### config.mk
export PLATFORM = sky130hd
export DESIGN_NAME = nav_packet_rx
export DESIGN_NICKNAME = d
export VERILOG_FILES = /design/src/rtl/nav_serial_pkg.sv /design/src/rtl/serial_byte_shifter.sv /design/src/rtl/nav_packet_rx.sv
export SDC_FILE = /design/constraint.sdc
export NUM_CORES = 1
export LEC_CHECK = 0
export BUFFER_PORTS_ARGS = -buffer_cell sky130_fd_sc_hd__buf_2
export CAP_MARGIN = 5
export CORE_ASPECT_RATIO = 0.9
export CORE_MARGIN = 5
export CORE_UTILIZATION = 50
export DETAILED_ROUTE_END_ITERATION = 12
export GPL_ROUTABILITY_DRIVEN = 0
export PLACE_DENSITY = 0.73
export SLEW_MARGIN = 20
export SYNTH_ARGS = -nofsm -noshare
export SYNTH_HDL_FRONTEND = slang
export SYNTH_SLANG_ARGS = --single-unit
### constraint.sdc
create_clock -name RCLK -period 1.9 [get_ports RCLK]
set_input_delay 0.285 -clock RCLK [delete_from_list [all_inputs] [get_ports RCLK]]
set_output_delay 0.285 -clock RCLK [all_outputs]
set_load 0.05 [all_outputs]
### src/rtl/nav_serial_pkg.sv
// Shared definitions for the navigation serial link: sync marker, receiver states
// and the CMD byte field layout used by the display decoder.
package nav_serial_pkg;

  localparam logic [7:0] SYNC_BYTE_DEF = 8'hA5;

  typedef enum logic [1:0] {
    HUNT = 2'd0,
    SYNC = 2'd1,
    CMD  = 2'd2,
    CHK  = 2'd3
  } rx_state_e;

  // CMD byte layout: {size, color}
  localparam int unsigned SIZE_MSB  = 7;
  localparam int unsigned SIZE_LSB  = 4;
  localparam int unsigned COLOR_MSB = 3;
  localparam int unsigned COLOR_LSB = 0;

endpackage

### src/rtl/serial_byte_shifter.sv
// LSB-first serial-to-byte shifter with a 3-bit bit counter and synchronous clear.
module serial_byte_shifter (
  input  logic       rclk,
  input  logic       reset,
  input  logic       rdata,
  input  logic       clear,
  output logic [7:0] nxt,
  output logic       byte_done
);

  logic [7:0] sr_q;
  logic [2:0] bit_cnt_q;

  // Value the shift register takes on this edge; lets the FSM decide on the 8th bit.
  assign nxt       = {rdata, sr_q[7:1]};
  assign byte_done = (bit_cnt_q == 3'd7);

  always_ff @(posedge rclk or posedge reset) begin
    if (reset) begin
      sr_q      <= 8'h00;
      bit_cnt_q <= 3'd0;
    end else if (clear) begin
      sr_q      <= 8'h00;
      bit_cnt_q <= 3'd0;
    end else begin
      sr_q      <= nxt;
      bit_cnt_q <= bit_cnt_q + 3'd1;
    end
  end

endmodule

### src/rtl/nav_packet_rx.sv
// Framed serial receiver: aligns to the sync byte, checks CMD against CHK = ~CMD and
// publishes good commands as a stable data register plus a toggle flag.
module nav_packet_rx
  import nav_serial_pkg::*;
#(
  parameter logic [7:0]  SYNC_BYTE = SYNC_BYTE_DEF,
  parameter int unsigned ERR_W     = 8
) (
  input  logic             RCLK,
  input  logic             RESET,
  input  logic             RDATA,
  output logic [7:0]       PKT_DATA,
  output logic             PKT_TOGGLE,
  output logic             LOCKED,
  output logic [ERR_W-1:0] ERR_CNT
);

  rx_state_e        state_q, state_d;
  logic [7:0]       nxt;
  logic             byte_done;
  logic             clear;
  logic             cmd_load;
  logic             pkt_good;
  logic             pkt_err;
  logic [7:0]       cmd_buf_q;
  logic [7:0]       pkt_data_q;
  logic             toggle_q;
  logic             locked_q;
  logic [ERR_W-1:0] err_cnt_q;

  serial_byte_shifter u_shifter (
    .rclk      (RCLK),
    .reset     (RESET),
    .rdata     (RDATA),
    .clear     (clear),
    .nxt       (nxt),
    .byte_done (byte_done)
  );

  always_comb begin
    state_d  = state_q;
    clear    = 1'b0;
    cmd_load = 1'b0;
    pkt_good = 1'b0;
    pkt_err  = 1'b0;
    unique case (state_q)
      HUNT: begin
        // Bit counter is free-running here; restart it on the sync match.
        if (nxt == SYNC_BYTE) begin
          state_d = CMD;
          clear   = 1'b1;
        end
      end
      SYNC: begin
        if (byte_done) begin
          if (nxt == SYNC_BYTE) begin
            state_d = CMD;
          end else begin
            pkt_err = 1'b1;
            clear   = 1'b1;
            state_d = HUNT;
          end
        end
      end
      CMD: begin
        if (byte_done) begin
          cmd_load = 1'b1;
          state_d  = CHK;
        end
      end
      CHK: begin
        if (byte_done) begin
          if (nxt == ~cmd_buf_q) begin
            pkt_good = 1'b1;
            state_d  = SYNC;
          end else begin
            pkt_err = 1'b1;
            clear   = 1'b1;
            state_d = HUNT;
          end
        end
      end
      default: state_d = HUNT;
    endcase
  end

  always_ff @(posedge RCLK or posedge RESET) begin
    if (RESET) begin
      state_q    <= HUNT;
      cmd_buf_q  <= 8'h00;
      pkt_data_q <= 8'hFF;
      toggle_q   <= 1'b0;
      locked_q   <= 1'b0;
      err_cnt_q  <= '0;
    end else begin
      state_q <= state_d;
      if (cmd_load) begin
        cmd_buf_q <= nxt;
      end
      if (pkt_good) begin
        pkt_data_q <= {cmd_buf_q[SIZE_MSB:SIZE_LSB], cmd_buf_q[COLOR_MSB:COLOR_LSB]};
        toggle_q   <= ~toggle_q;
        locked_q   <= 1'b1;
      end
      if (pkt_err) begin
        locked_q <= 1'b0;
        if (err_cnt_q != {ERR_W{1'b1}}) begin
          err_cnt_q <= err_cnt_q + 1'b1;
        end
      end
    end
  end

  assign PKT_DATA   = pkt_data_q;
  assign PKT_TOGGLE = toggle_q;
  assign LOCKED     = locked_q;
  assign ERR_CNT    = err_cnt_q;

endmodule
==> summary.txt, run 1 <==
Status
  • Status: finished, final reports clean

Critical path
  • CP Max Fanout: 5
  • WP data required: approximately 2.1 ns
  • Critical path class: flip-flop to flip-flop
  • Startpoint Class: flip-flop
  • FF-to-FF setup slack: between 0.08 and 0.09 ns
  • Crit. End Element: flip-flop
  • Crit path DAT: 1.99 ns

Timing
  • Worst Tran Pin Value: ~0.47 ns
  • Fmax: about 0.55 GHz
  • Max Clock Skew: 0.007695 ns
  • Hold slack: 0.09313 ns
  • Final Slew Violations: 0
  • Fin crit share: 0.9575
  • Rel. slew slack: 0.6882
  • Tmin final: roughly 1.8 ns
  • Final Hold Viols: 0
  • # setup viols final: 0

Route
  • Per-cell routed wire length: ~15 µm
  • Routed wire length: 3063 µm
  • Via count: ~1,100
  • Drt first pass iters: 4
  • Starting DRT DRC Count: 26
  • Antenna Nets Post-Route: 0
  • # DRC: 0
  • Via density: 5.219

Cells and area
  • Layout cells sized above 1: 0.4458
  • N_diodes: 0
  • Fin nets: approximately 170
  • Final core occ: 0.6199
  • Finished Cell Area: 0.002063 mm²
  • Area added between synthesis and finish: 21.88%

GRT
  • Vias in the first global route: roughly 1,100
  • Total grt overflow: 0
  • Maximum number of pins on one net before global-route repair: 39
  • Initial antenna violation count: 0
  • Overall Global Routing Usage: 0.1399
  • First-pass GRT wire length: 5043 µm

Clock network
  • CTS Sinks: 38
  • CTS tree: built
  • Max Root-Sink Buffers: 2
  • CTS H-tree lvls: 2
  • Clock latency on the worst-skew pair: roughly 0.28 ns
  • CTS buffer count: 5
  • CTS root buf: clkbuf_8
  • Clock-pin slew on the worst setup and hold paths: 0.08 ns

Synthesis
  • Syn nets: 130
  • Seq cells post-synth: 38
  • YS warnings: 0
  • Post-Syn Area: about 0.0017 mm²
  • Post-Synthesis Cells: 124
  • Syn avg cell area: around 14 µm²
  • Largest area contributor in the netlist: dfrtp_1
  • Dominant synthesized flop cell: dfrtp_1
  • Netlist cell types: 34
  • Top cells by count, synth: dfrtp_1 (30), xnor2_1 (12), and2_1 (9)
  • Number of synthesized flops with an enable pin: 0
  • Post-synth top area share: 0.4435
  • Sequential-to-total area share from yosys stat: 0.5676
  • Synth top area cells: dfrtp_1 (44%), dfstp_2 (12%), mux2_4 (7.1%)
  • Asr flop ratio synth: 1.000
  • Most common cell in the netlist: dfrtp_1

Power and ir drop
  • Peak VDD IR: 731.7 µV
  • Int Pwr: between 1.5 and 2 mW
  • P_leak: 0.9910 nW
  • Total Power: about 2.4 mW
  • Clock Power Share: 0.239
  • Switching part of the total power: 0.3237
  • Pwr/cell area: ~1100 mW/mm²
  • Switching Power: approximately 0.77 mW
  • Combinational Power Share: 0.275
  • Flop pwr share: 0.485

Die
  • Die width: slightly above 70 µm
  • Die H: about 65 µm
  • Core Area: ~0.0033 mm²
  • Top Ports: 21
  • Die area: roughly 0.0047 mm²
  • Initial Utilization: 0.5086
  • Cell row count: 20

Worst hold path
  • Hold Crit Class: input pin to async pin

Placed design
  • Number of port buffers: 20
  • Area post-placement: ~0.0019 mm²
  • DP HPWL: approximately 2100 µm

Run
  • MaxCap Viol Count: 0
==> stage by stage <==
| step | std cells | setup TNS (ns) | setup slack (ns) |
|---|---|---|---|
| global route | 210 | -0.004707 | -0.003453 |
| detailed placement | 195 | 0 | 0.02264 |
| global placement | 195 | 0 | 0.07291 |
| finish | 210 | 0 | 0.08080 |
| CTS | 203 | 0 | 0.03185 |
| floorplan | 124 | 0 | 0.07008 |
==> final cells by class <==
cell class | count | area, µm²
Clock buffer | 6 | 82.58
Clock inverter | 2 | 12.51
Multi-Input combinational cell | 83 | 732.0
Inverter | 3 | 11.26
Tap cell | 44 | 55.05
Fill cell | 276 | 1265
Timing Repair Buffer | 34 | 209.0
Sequential cell | 38 | 960.9
==> power groups by stage <==
stage | registers [mW] | clock network (mW) | logic [mW]
floorplan | 1.20 | 0 | 0.418
global placement | 1.15 | 0 | 0.626
detailed placement | 1.16 | 0 | 0.642
CTS | 1.15 | 0.581 | 0.651
global route | 1.17 | 0.623 | 0.722
finish | 1.15 | 0.566 | 0.651
==> logic make-up after synthesis <==
kind of cell | after synthesis | share of synthesized area
and+or+nand+nor | 38 | 0.1493
AOI/OAI and AO/OA | 10 | 0.04804
xor gates and xnor gates | 14 | 0.07243
DFF | 38 | 0.5676
buffers and inverters | 4 | 0.009605
adders and majority gates | 3 | 0.02218
muxes | 17 | 0.1308
==> timing repair <==
item,4_1_cts,5_1_grt
setup buffers,0,6
endpoints found under the hold margin,0,0
gates cloned,0,1
gates resized for setup,1,1
setup endpoints to repair,1,10
hold buffers,0,0
pin swaps,0,4
==> worst max-delay path, cell delays in order, from the launching register on <==
cell and delay [ns]:
dfrtp_1 0.37, ha_1 0.15, ha_1 0.17, nand2_1 0.09, a31o_2 0.28, a31oi_4 0.23, nand2_2 0.10, mux2_1 0.32
==> sequential cells by signal, summed over array words and instances (netlist names) <==
register	flops
ERR_CNT	8
PKT_DATA	8
cmd_buf_q	8
u_shifter.sr_q	7
u_shifter.bit_cnt_q	3
state_q	2
LOCKED	1
PKT_TOGGLE	1
==> layout by cell type, fill, tap and decap left out, drive strengths merged, types with 2 or more instances in the layout <==
cell / netlist / layout
buf: 1 / 34
dfrtp: 30 / 30
mux2: 17 / 17
xnor2: 12 / 12
and2: 9 / 9
dfstp: 8 / 8
nor2: 7 / 7
nand3: 6 / 6
clkbuf: 0 / 6
a21oi: 4 / 5
and3: 3 / 3
inv: 3 / 3
ha: 3 / 3
a31oi: 3 / 3
xor2: 2 / 2
nor2b: 2 / 2
nand4: 2 / 2
nand2: 2 / 2
==> path summary, 6_finish.rpt <==
| check | from | endpoint | cells after the start |
|---|---|---|---|
| setup / recovery | u_shifter.bit_cnt_q[0]$_DFF_PP0_ | ERR_CNT[1]$_DFFE_PP0P_ | 7 |
| hold / removal | RESET | cmd_buf_q[3]$_DFFE_PP0P_ | 3 |
| setup reg to reg | u_shifter.bit_cnt_q[0]$_DFF_PP0_ | ERR_CNT[1]$_DFFE_PP0P_ | 7 |
| hold reg to reg | u_shifter.bit_cnt_q[0]$_DFF_PP0_ | u_shifter.bit_cnt_q[0]$_DFF_PP0_ | 1 |
| max in group asynchronous | RESET | PKT_DATA[5]$_DFFE_PP1P_ | 3 |
| min in group RCLK | RDATA | u_shifter.sr_q[7]$_DFF_PP0_ | 2 |
==> routing by layer <==
layer	up-vias	global-route usage	routed length (µm)
met5	-	0	0
met4	0	0.07042	58
met3	5	0.04128	161
met2	26	0.2179	1417
met1	547	0.1767	1425
li1	518	-	-
No activity file was read; power rests on OpenSTA's default activity.
==> run 2: changes to the inputs <==
- CORE_UTILIZATION: 50 -> 30
- PLACE_DENSITY: 0.73 -> default
==> run 2 against run 1 <==
Effect of this change: sequential cell count did not move; worst setup slack improved by 0.065 ns; via count fell by 5.7%; critical path type unchanged.
==> summary.txt, run 2 (same netlist as run 1, synthesis figures left out) <==
Power and ir drop
  • Combinational Power Share: 0.260
  • Clock Power Share: 0.272
  • Total Power: 2.445 mW
  • P_leak: 0.9758 nW
  • Switching Power: between 0.7 and 0.8 mW
  • Peak VDD IR: approximately 600 µV
  • Pwr/cell area: approximately 1200 mW/mm²
  • Int Pwr: about 1.7 mW
  • Flop pwr share: 0.468
  • Switching part of the total power: 0.3071

Timing
  • RSZ-0062 raised after global routing: no
  • Setup Total Neg Slack: 0 ns
  • Final Slew Violations: 0
  • Tmin final: approximately 1.8 ns
  • Final Hold Viols: 0
  • Fin crit share: 0.9231
  • Fmax: between 0.5 and 0.6 GHz
  • # setup viols final: 0
  • Rel. slew slack: 0.6805
  • Worst Tran Pin Value: between 0.4 and 0.5 ns
  • Max Clock Skew: between 0.005 and 0.006 ns

Clock network
  • Max Root-Sink Buffers: 2
  • CTS buffer count: 5
  • CTS root buf: clkbuf_8
  • Post-CTS Hold Buffers: 0
  • Clock-pin slew on the worst setup and hold paths: 0.07 ns
  • CTS tree: built
  • Clock latency on the worst-skew pair: 0.28 ns
  • CTS H-tree lvls: 2
  • CTS Sinks: 38

Cells and area
  • N_diodes: 0
  • Commonest non-fill, non-tap cell in the layout: dfrtp_1
  • Multi-input gate area: 718.2 µm²
  • Fin nets: around 170
  • Register area: 960.9 µm²
  • Area added between synthesis and finish: 22.03%
  • Layout cells sized above 1: 0.4348
  • Most frequent cells in the layout: dfrtp_1 (30), buf_2 (20), xnor2_1 (12)
  • Filler cells: ~550

Critical path
  • Critical path class: flip-flop to flip-flop
  • Crit path DAT: between 1.5 and 2 ns
  • Startpoint Class: flip-flop
  • CP Max Fanout: 10
  • WP data required: between 2 and 2.5 ns
  • Crit. End Element: flip-flop

Worst hold path
  • Hold Crit Class: input pin to async pin

Route
  • Per-cell routed wire length: between 10 and 15 µm
  • # DRC: 0
  • Drt first pass iters: 4
  • Starting DRT DRC Count: 29
  • Via density: roughly 4.5
  • Via count: roughly 1,000
  • Routed wire length: 2942 µm
  • Antenna Nets Post-Route: 0

Placed design
  • DP HPWL: 2070 µm
  • Number of port buffers: 20

Die
  • Cell row count: 26
  • Die H: about 81 µm
  • Top Ports: 21
  • Initial Utilization: 0.3025
  • Core Area: approximately 0.0056 mm²
  • Die area: ~0.0072 mm²
  • Die width: about 89 µm

Status
  • Status: finished, final reports clean

GRT
  • Maximum number of pins on one net before global-route repair: 39
  • Overall Global Routing Usage: 0.09183
  • First-pass GRT wire length: between 5000 and 6000 µm
  • Total grt overflow: 0
  • Initial antenna violation count: 0
  • Vias in the first global route: 1,096

Run
  • MaxCap Viol Count: 0
## run 2: cell types whose count changed in the layout (fill, tap and decap cells not counted), sizes merged
cell	previous run	this run
a21oi	5	4
buf	34	30
bufinv	0	1
clkbuf	6	5
clkinv	1	2
clkinvlp	1	0
## run 2: cell type report
class / instances / share of cell area
clock buffer: 5 / 0.03331
clock inverter: 3 / 0.01938
tap: 70 / 0.04240
timing repair buffer: 30 / 0.08661
sequential: 38 / 0.4652
multi-input combinational: 82 / 0.3477
inverter: 3 / 0.005451
## run 2: final timing paths
path,end,depth (start not counted),slack (ns),from
max,PKT_DATA[2]$_DFFE_PP1P_,5,0.15,u_shifter.sr_q[7]$_DFF_PP0_
min,ERR_CNT[2]$_DFFE_PP0P_,3,0.1,RESET
max reg2reg,PKT_DATA[2]$_DFFE_PP1P_,5,0.15,u_shifter.sr_q[7]$_DFF_PP0_
min reg2reg,u_shifter.bit_cnt_q[0]$_DFF_PP0_,1,0.43,u_shifter.bit_cnt_q[0]$_DFF_PP0_
max in group asynchronous,PKT_DATA[5]$_DFFE_PP1P_,3,1.44,RESET
min in group RCLK,u_shifter.sr_q[7]$_DFF_PP0_,2,0.27,RDATA
## run 2: metrics by stage
| stage | hold WS [ns] | instance area (µm²) | worst slack [ns] | utilization | std cells |
|---|---|---|---|---|---|
| after floorplan | 0.4091 | 1693 | 0.07008 | - | 124 |
| after global placement | 0.4225 | 1936 | 0.06425 | 0.3459 | 221 |
| after detailed placement | 0.4256 | 1936 | 0.07446 | 0.3459 | 221 |
| after CTS | 0.1174 | 2044 | 0.03905 | 0.3654 | 229 |
| after global routing | 0.1549 | 2066 | 0.004915 | 0.3692 | 231 |
| final | 0.09955 | 2066 | 0.1460 | 0.3692 | 231 |
## run 2: routing by layer
metal,track usage,routed length [µm]
met1,0.1319,1548
met2,0.1296,1206
met3,0.03144,171
met4,0.02679,14
met5,0,0
## run 2: worst max-delay path: stages (launching register included)
cell,delay [ns]
dfrtp_1,0.42
xnor2_1,0.15
nor4_2,0.28
nand4_2,0.21
nor2_8,0.29
mux2_4,0.33
## run 2: timing repair
| item | in CTS | in global routing |
|---|---|---|
| endpoints found under the setup margin | 0 | 24 |
| gates resized for setup | 0 | 2 |
| buffers inserted | 0 | 2 |
## run 2: power groups by stage
stage                     logic (mW)  clock network (mW)  registers, mW
after floorplan                0.418                   0           1.20
after global placement         0.644                   0           1.16
after detailed placement       0.642                   0           1.16
after CTS                      0.650               0.687           1.15
after global routing           0.725               0.721           1.18
final                          0.637               0.664           1.14
==> run 3: changes to the inputs <==
- ABC_CLOCK_PERIOD_IN_PS: default -> 1900
- MAX_ROUTING_LAYER: default -> met4
==> run 3 against run 2 <==
Effect of this change: maximum frequency barely moved; critical endpoint unchanged; clock skew barely moved; die area did not move; combinational power barely moved; utilization did not move; critical path type unchanged; worst hold slack barely moved; worst setup slack barely moved; sequential cell count did not move.
==> summary.txt, run 3 (same netlist as run 1, synthesis figures left out) <==
Power and ir drop
  • Switching part of the total power: 0.3073
  • Combinational Power Share: 0.261
  • Flop pwr share: 0.468
  • Switching Power: about 0.75 mW
  • Pwr/cell area: 1184 mW/mm²
  • P_leak: around 0.98 nW
  • Peak VDD IR: between 600 and 700 µV
  • Clock Power Share: 0.272
  • Int Pwr: around 1.7 mW
  • Total Power: around 2.4 mW

Die
  • Die H: 81.27 µm
  • Core Area: about 0.0056 mm²
  • Initial Utilization: 0.3025
  • Die width: 89.18 µm
  • Die area: slightly above 0.007 mm²
  • Top Ports: 21
  • Cell row count: 26

Clock network
  • Max Root-Sink Buffers: 2
  • CTS buffer count: 5
  • CTS Sinks: 38
  • CTS root buf: clkbuf_8
  • CTS tree: built
  • Clock-pin slew on the worst setup and hold paths: ~0.07 ns
  • Clock latency on the worst-skew pair: roughly 0.28 ns
  • CTS H-tree lvls: 2

Cells and area
  • Area added between synthesis and finish: 22.03%
  • Layout cells sized above 1: 0.4348
  • Fin nets: 166
  • Fin cells: between 200 and 250
  • N_diodes: 0
  • Commonest non-fill, non-tap cell in the layout: dfrtp_1
  • Most frequent cells in the layout: dfrtp_1 (30), buf_2 (20), xnor2_1 (12)

Critical path
  • Crit. End Element: flip-flop
  • Crit path DAT: between 1.5 and 2 ns
  • Startpoint Class: flip-flop
  • CP startpoint: u_shifter.sr_q[7]$_DFF_PP0_
  • CP Max Fanout: 10
  • Worst R2R Start: u_shifter.sr_q[7]$_DFF_PP0_
  • WP data required: around 2.1 ns
  • Crit path largest cell delay: approximately 0.42 ns
  • Crit-path cells: xnor2_1, nor4_2, nand4_2, nor2_8, mux2_4
  • Slowest-stage cell, CP: dfrtp_1
  • Crit path to: PKT_DATA[2]$_DFFE_PP1P_
  • Reg2reg path depth: 5
  • FF-to-FF setup slack: between 0.1 and 0.15 ns
  • Critical path class: flip-flop to flip-flop
  • R2R Path End: PKT_DATA[2]$_DFFE_PP1P_

GRT
  • Overall Global Routing Usage: 0.09445
  • First-pass GRT wire length: 5085 µm
  • Initial antenna violation count: 0
  • Total grt overflow: 0
  • Vias in the first global route: roughly 1,100
  • Maximum number of pins on one net before global-route repair: 39

Placed design
  • Placed Cells: 221
  • DP HPWL: 2070 µm
  • Number of port buffers: 20

Route
  • Starting DRT DRC Count: 32
  • Routed wire length: 2945 µm
  • Antenna Nets Post-Route: 0
  • Via density: approximately 4.5
  • Via count: around 1,000
  • # DRC: 0
  • Per-cell routed wire length: approximately 13 µm
  • Drt first pass iters: 4

Timing
  • Rel. slew slack: 0.6802
  • Final Slew Violations: 0
  • Setup Total Neg Slack: 0 ns
  • Worst Tran Pin Value: 0.4797 ns
  • RSZ-0062 raised after global routing: no
  • Tmin final: 1.754 ns
  • Fmax: 0.5700 GHz
  • Final Hold Viols: 0
  • # setup viols final: 0
  • Max Clock Skew: 0.005698 ns
  • Fin crit share: 0.9233

Worst hold path
  • Hold Crit Class: input pin to async pin

Status
  • Status: finished, final reports clean

Run
  • MaxCap Viol Count: 0
==> run 3: cell type report <==
class                      count  area [µm²]
fill                         548        3530
sequential                    38       960.9
multi-input combinational     82       718.2
timing repair buffer          30       178.9
tap                           70       87.58
clock buffer                   5       68.82
clock inverter                 3       40.04
inverter                       3       11.26
==> run 3: worst max-delay path, delay by kind of cell, from the launching register on <==
family / cells / cell delay, ns
simple gates: 3 / 0.78
flops: 1 / 0.42
mux: 1 / 0.33
xor+xnor: 1 / 0.15
==> run 3: routing by layer <==
layer  share of wire  global-route usage  routed length (µm)  vias to the layer above
li1                -                   -                   -                      507
met1            0.53              0.1325                1562                      496
met2            0.41              0.1296                1207                       28
met3           0.055             0.03043                 163                        2
met4          0.0041             0.02679                  12                        0
met5               0                   -                   0                        -
==> run 3: worst min-delay path by stage <==
stage,endpoint,slack (ns),cells past startpoint
floorplan,u_shifter.bit_cnt_q[0]$_DFF_PP0_,0.41,1
global placement,ERR_CNT[3]$_DFFE_PP0P_,0.42,3
detailed placement,ERR_CNT[3]$_DFFE_PP0P_,0.43,3
CTS,u_shifter.sr_q[1]$_DFF_PP0_,0.12,3
global route,ERR_CNT[2]$_DFFE_PP0P_,0.15,3
finish,ERR_CNT[2]$_DFFE_PP0P_,0.1,3
==> run 3: what timing repair did <==
| item | in CTS | in global routing |
|---|---|---|
| hold buffers | 0 | 0 |
| setup buffers | 0 | 2 |
| endpoints found under the hold margin | 0 | 0 |
| gates resized for setup | 0 | 2 |
| setup endpoints to repair | 0 | 24 |
==> run 3: metrics by stage <==
stage	area, µm²	worst slack [ns]	util	hold WS, ns
after floorplan	1693	0.07008	-	0.4091
after global placement	1936	0.06425	0.3459	0.4225
after detailed placement	1936	0.07446	0.3459	0.4256
after CTS	2044	0.03905	0.3654	0.1174
after global routing	2066	0.004901	0.3692	0.1549
final	2066	0.1457	0.3692	0.09980
==> run 3: power groups by stage <==
| stage | clock, mW | combinational [mW] | sequential [mW] |
|---|---|---|---|
| after floorplan | 0 | 0.418 | 1.20 |
| after global placement | 0 | 0.644 | 1.16 |
| after detailed placement | 0 | 0.642 | 1.16 |
| after CTS | 0.687 | 0.650 | 1.15 |
| after global routing | 0.721 | 0.724 | 1.18 |
| final | 0.664 | 0.637 | 1.14 |
